## src/rtl/ip_csum_sched.sv

```systemverilog
`default_nettype none
// ============================================================================
// Module   : ip_csum_sched
// Brief    : Two-requester round-robin front end for a shared pipelined
//            checksum core. Responses are routed back to requesters by a tag pipeline.
// Revision : 1.0
// ============================================================================
module ip_csum_sched #(
    parameter int CSUM_LAT  = 4,
    parameter int TAG_DEPTH = CSUM_LAT + 1
) (
    input  logic        clk,
    input  logic        rst_n,

    input  logic        req0_valid,
    output logic        req0_ready,
    input  logic [15:0] req0_pkt_len,
    input  logic [31:0] req0_src_ip,
    input  logic [31:0] req0_dst_ip,

    input  logic        req1_valid,
    output logic        req1_ready,
    input  logic [15:0] req1_pkt_len,
    input  logic [31:0] req1_src_ip,
    input  logic [31:0] req1_dst_ip,

    output logic [15:0] cs_pkt_len,
    output logic [31:0] cs_src_ip,
    output logic [31:0] cs_dst_ip,
    input  logic [15:0] cs_result,

    output logic        rsp0_valid,
    output logic [15:0] rsp0_csum,
    output logic        rsp1_valid,
    output logic [15:0] rsp1_csum,

    output logic        busy
);

    localparam int CNT_W = $clog2(TAG_DEPTH + 2);

    logic                 r_last_grant;
    logic [15:0]          r_cs_pkt_len;
    logic [31:0]          r_cs_src_ip;
    logic [31:0]          r_cs_dst_ip;
    logic [TAG_DEPTH-1:0] r_tag_v;
    logic [TAG_DEPTH-1:0] r_tag_id;
    logic                 r_rsp0_valid;
    logic                 r_rsp1_valid;
    logic [15:0]          r_rsp0_csum;
    logic [15:0]          r_rsp1_csum;
    logic [CNT_W-1:0]     r_outstanding;

    logic                 w_gnt0;
    logic                 w_gnt1;
    logic                 w_hs;
    logic                 w_hs_id;
    logic                 w_rsp;
    logic                 w_tag_out_v;
    logic                 w_tag_out_id;

    // Grants are suppressed during reset so no handshake can slip through.
    always_comb begin
        w_gnt0 = 1'b0;
        w_gnt1 = 1'b0;
        if (rst_n) begin
            if (req0_valid && req1_valid) begin
                w_gnt0 = r_last_grant;
                w_gnt1 = !r_last_grant;
            end else begin
                w_gnt0 = req0_valid;
                w_gnt1 = req1_valid;
            end
        end
    end

    assign w_hs         = w_gnt0 | w_gnt1;
    assign w_hs_id      = w_gnt1;
    assign w_rsp        = r_rsp0_valid | r_rsp1_valid;
    assign w_tag_out_v  = r_tag_v[TAG_DEPTH-1];
    assign w_tag_out_id = r_tag_id[TAG_DEPTH-1];

    always_ff @(posedge clk) begin
        if (!rst_n) begin
            r_last_grant  <= 1'b1;
            r_cs_pkt_len  <= '0;
            r_cs_src_ip   <= '0;
            r_cs_dst_ip   <= '0;
            r_tag_v       <= '0;
            r_tag_id      <= '0;
            r_rsp0_valid  <= 1'b0;
            r_rsp1_valid  <= 1'b0;
            r_rsp0_csum   <= '0;
            r_rsp1_csum   <= '0;
            r_outstanding <= '0;
        end else begin
            if (w_hs) begin
                r_last_grant <= w_hs_id;
                r_cs_pkt_len <= w_gnt1 ? req1_pkt_len : req0_pkt_len;
                r_cs_src_ip  <= w_gnt1 ? req1_src_ip  : req0_src_ip;
                r_cs_dst_ip  <= w_gnt1 ? req1_dst_ip  : req0_dst_ip;
            end

            r_tag_v  <= {r_tag_v[TAG_DEPTH-2:0],  w_hs};
            r_tag_id <= {r_tag_id[TAG_DEPTH-2:0], w_hs_id};

            // The exiting tag lines up with the core result for that handshake.
            r_rsp0_valid <= w_tag_out_v && !w_tag_out_id;
            r_rsp1_valid <= w_tag_out_v &&  w_tag_out_id;
            if (w_tag_out_v && !w_tag_out_id) begin
                r_rsp0_csum <= cs_result;
            end
            if (w_tag_out_v && w_tag_out_id) begin
                r_rsp1_csum <= cs_result;
            end

            case ({w_hs, w_rsp})
                2'b10:   r_outstanding <= r_outstanding + CNT_W'(1);
                2'b01:   r_outstanding <= r_outstanding - CNT_W'(1);
                default: r_outstanding <= r_outstanding;
            endcase
        end
    end

    assign req0_ready = w_gnt0;
    assign req1_ready = w_gnt1;
    assign cs_pkt_len = r_cs_pkt_len;
    assign cs_src_ip  = r_cs_src_ip;
    assign cs_dst_ip  = r_cs_dst_ip;
    assign rsp0_valid = r_rsp0_valid;
    assign rsp1_valid = r_rsp1_valid;
    assign rsp0_csum  = r_rsp0_csum;
    assign rsp1_csum  = r_rsp1_csum;
    assign busy       = (r_outstanding != '0);

endmodule
`default_nettype wire

```

## config.mk

```make
export PLATFORM = sky130hd
export DESIGN_NAME = ip_csum_sched
export DESIGN_NICKNAME = d
export VERILOG_FILES = /design/src/rtl/ip_csum_sched.sv
export SDC_FILE = /design/constraint.sdc
export NUM_CORES = 1
export LEC_CHECK = 0
export BUFFER_PORTS_ARGS = -buffer_cell sky130_fd_sc_hd__buf_2
export CAP_MARGIN = 20
export CORE_MARGIN = 2
export CORE_UTILIZATION = 47
export CTS_BUF_LIST = sky130_fd_sc_hd__clkbuf_2
export DETAILED_ROUTE_END_ITERATION = 6
export PLACE_DENSITY = 0.82
export SYNTH_ARGS = -nofsm -noshare
export SYNTH_HDL_FRONTEND = slang
export SYNTH_SLANG_ARGS = --single-unit
```

## constraint.sdc

```tcl
create_clock -name clk -period 2.7 [get_ports clk]
set_clock_uncertainty 0.05 [all_clocks]
set_input_delay 0.27 -clock clk [delete_from_list [all_inputs] [get_ports clk]]
set_output_delay 0.27 -clock clk [all_outputs]
set_load 0.01 [all_outputs]
```

==> flow_summary.yaml <==
synth:
  synth_top_area_cell: "dfxtp_1"
  syn_nets: 845
  syn_area_per_cell_um2: 8.76
  synth-main-ff-cell: "dfxtp_1"
  synthArstFlopShare_pct: 0
  synth.top_cells.by_count: "227 x nand2_1, 128 x dfxtp_1, 80 x o2111ai_1, 80 x o311ai_1, 39 x buf_2"
  yosysUniqueCellTypes: 29
  yosys-top-cells-area: "dfxtp_1 44%, nand2_1 15%, o2111ai_1 12%"
  seq_area_frac_synth_pct: 44.1
  synth_area_um2: 5810
  syn-instance-count: 663
  yosysMostFrequentCell: "nand2_1"
  synth_warnings: 0
  synth_top_area_share_pct: 44.1
  synth_seq_cells: 128
  synth-edff-count: 0
grt:
  track_usage_pct: 34.5
  antenna_found_initial: 6
  grt_pass1_vias: 7377
  grt-ovfl-total: 0
  grt_pass1_wl_mm: 36.0
  grt_max_degree: 124
critical_path:
  critPathKind: "in2reg"
  path_max_fanout: 13
  reg2reg_depth: 5
  r2r-start: "r_last_grant"
  required_ns: 3.28
  cp-startpoint: "req1_valid"
  end_kind: "flip-flop"
  cp-start-kind: "input port"
  critical_path_arrival_ns: 3.12
status:
  violations: "DRC"
  outcome: "finished with violations"
clocking:
  clockBufferDepth: 2
  clkSinkCount: 128
  cts_buffers: 17
  cts_htree_levels: 4
  clkTransAtPathRegs_ns: 0.21
  clockRootBuffer: "clkbuf_2"
  cts_resized: 0
  insertion_delay_ns: 0.70
  cts_tree: "yes"
timing:
  hold_ws_ns: 0.278
  tns_ns: 0
  rsz0062_at_grt: "no"
  fin_crit_ns: 2.53
  clock.fmax_mhz: 395
  fin_crit_sh_pct: 93.8
  setup_ws_ns: 0.167
  relSlewSlack_pct: 36.0
  final_hold_viol_count: 0
  slew_viol_final: 0
  finalSetupViolCount: 0
  tightest_slew_ns: 0.959
place:
  place_area_um2: 7140
  routabilityCongestion: 0.821
  place_inst: 1059
  pre_cts_slack_ns: 0.557
  io_buffers: 296
  dp_hpwl_mm: 11.4
layout:
  ff_latch_area_um2: 2560
  area_growth_pct: 60.2
  multi_input_area_um2: 2750
  final_area_um2: 9310
  fin_cells: 1280
  final_nets: 1273
  final_util_pct: 77.2
  drive_gt1_share_pct: 31.5
  nFillCells: 768
hold_path:
  holdCritPathClass: "in2reg"
  hp-start: "cs_result[7]"
  min_path_cells: 4
detailed_routing:
  routed_wirelength_mm: 23.7
  routedWlPerCell_um: 18.5
  drt_iter0_drc: 712
  first_pass_iters: 7
  drc: 4
  vias_per_cell: 5.85
  num_vias: 7487
  ant_nets: 0
power:
  total_leakage_power_nw: 4.14
  powerDensity_nw_per_um2: 497
  finalPower_mw: 4.63
  ir_worst_vdd_mv: 0.390
die:
  rows: 40
  start_util_pct: 48.2
  die_area_um2: 13300
  io_pins: 297
  core_um2: 12100
  die_x_um: 115
  fp.dieH_um: 115
flow_run:
  max-cap-violations: 0
[layout make-up]
class,instances,share of cell area (%)
sequential,128,27.5
timing repair buffer,490,36.9
inverter,3,0.121
tap,168,2.26
multi-input combinational,451,29.5
antenna,8,0.215
clock buffer,17,0.914
clock inverter,15,2.50
[layer usage]
layer / vias to the layer above / GRT usage (%) / routed length [um]
li1: 3335 / - / -
met1: 3446 / 37.8 / 8610
met2: 535 / 56.9 / 11200
met3: 171 / 10.3 / 2020
met4: 0 / 25.2 / 1790
met5: - / 0 / 0
[path summary, 6_finish.rpt]
check                                        end  slack, ns
worst max-delay path            r_outstanding[2]       0.17
worst min-delay path                rsp0_csum[7]       0.28
worst max register to register     cs_dst_ip[23]       0.37
worst min register to register        r_tag_v[4]       0.40
[cell usage in the layout, fill, tap and decap left out, types with 5 or more instances in the layout]
master	instances
and2_1	11
a21boi_1	11
clkinv_4	5
diode_2	8
bufinv_16	5
buf_2	295
buf_4	11
dlygate4sd3_1	180
nand2_1	227
o2111ai_1	80
clkbuf_2	17
a21boi_0	22
dfxtp_1	128
o311ai_1	80
[worst max-delay path: stages]
cell	delay (ns)
dlygate4sd3_1	0.54
buf_2	0.30
nor2_4	0.05
dlygate4sd3_1	0.55
nor2b_1	0.13
inv_1	0.06
ha_1	0.23
fa_1	0.38
xnor2_1	0.14
or3_1	0.30
a21boi_0	0.16
[kinds of logic after synthesis]
logic type / count (synthesis) / share of synthesized area (%)
adders and majority gates: 2 / 0.560
AOI/OAI and AO/OA: 197 / 29.0
and+or+nand+nor: 249 / 17.1
DFF: 128 / 44.1
muxes: 1 / 0.172
xor gates and xnor gates: 2 / 0.302
buffers and inverters: 84 / 8.76
[power by group]
part | internal [mW] | switching (mW) | leakage, nW
Sequential | 2.02 | 0.0762 | 1.06
Combinational | 0.526 | 0.492 | 2.91
Clock | 0.716 | 0.800 | 0.180
Total | 3.26 | 1.37 | 4.14
[sequential cells by signal (all words and copies together), names as in the netlist]
signal / flops
cs_dst_ip: 32
cs_pkt_len: 16
cs_src_ip: 32
r_last_grant: 1
r_outstanding: 3
r_tag_id: 5
r_tag_v: 5
rsp0_csum: 16
rsp0_valid: 1
rsp1_csum: 16
rsp1_valid: 1
[what timing repair did]
item,4_1_cts,5_1_grt
hold buffers,180,0
setup endpoints to repair,0,0
hold endpoints to repair,115,0
setup buffers,0,0
(Power assumes the default switching activity.)
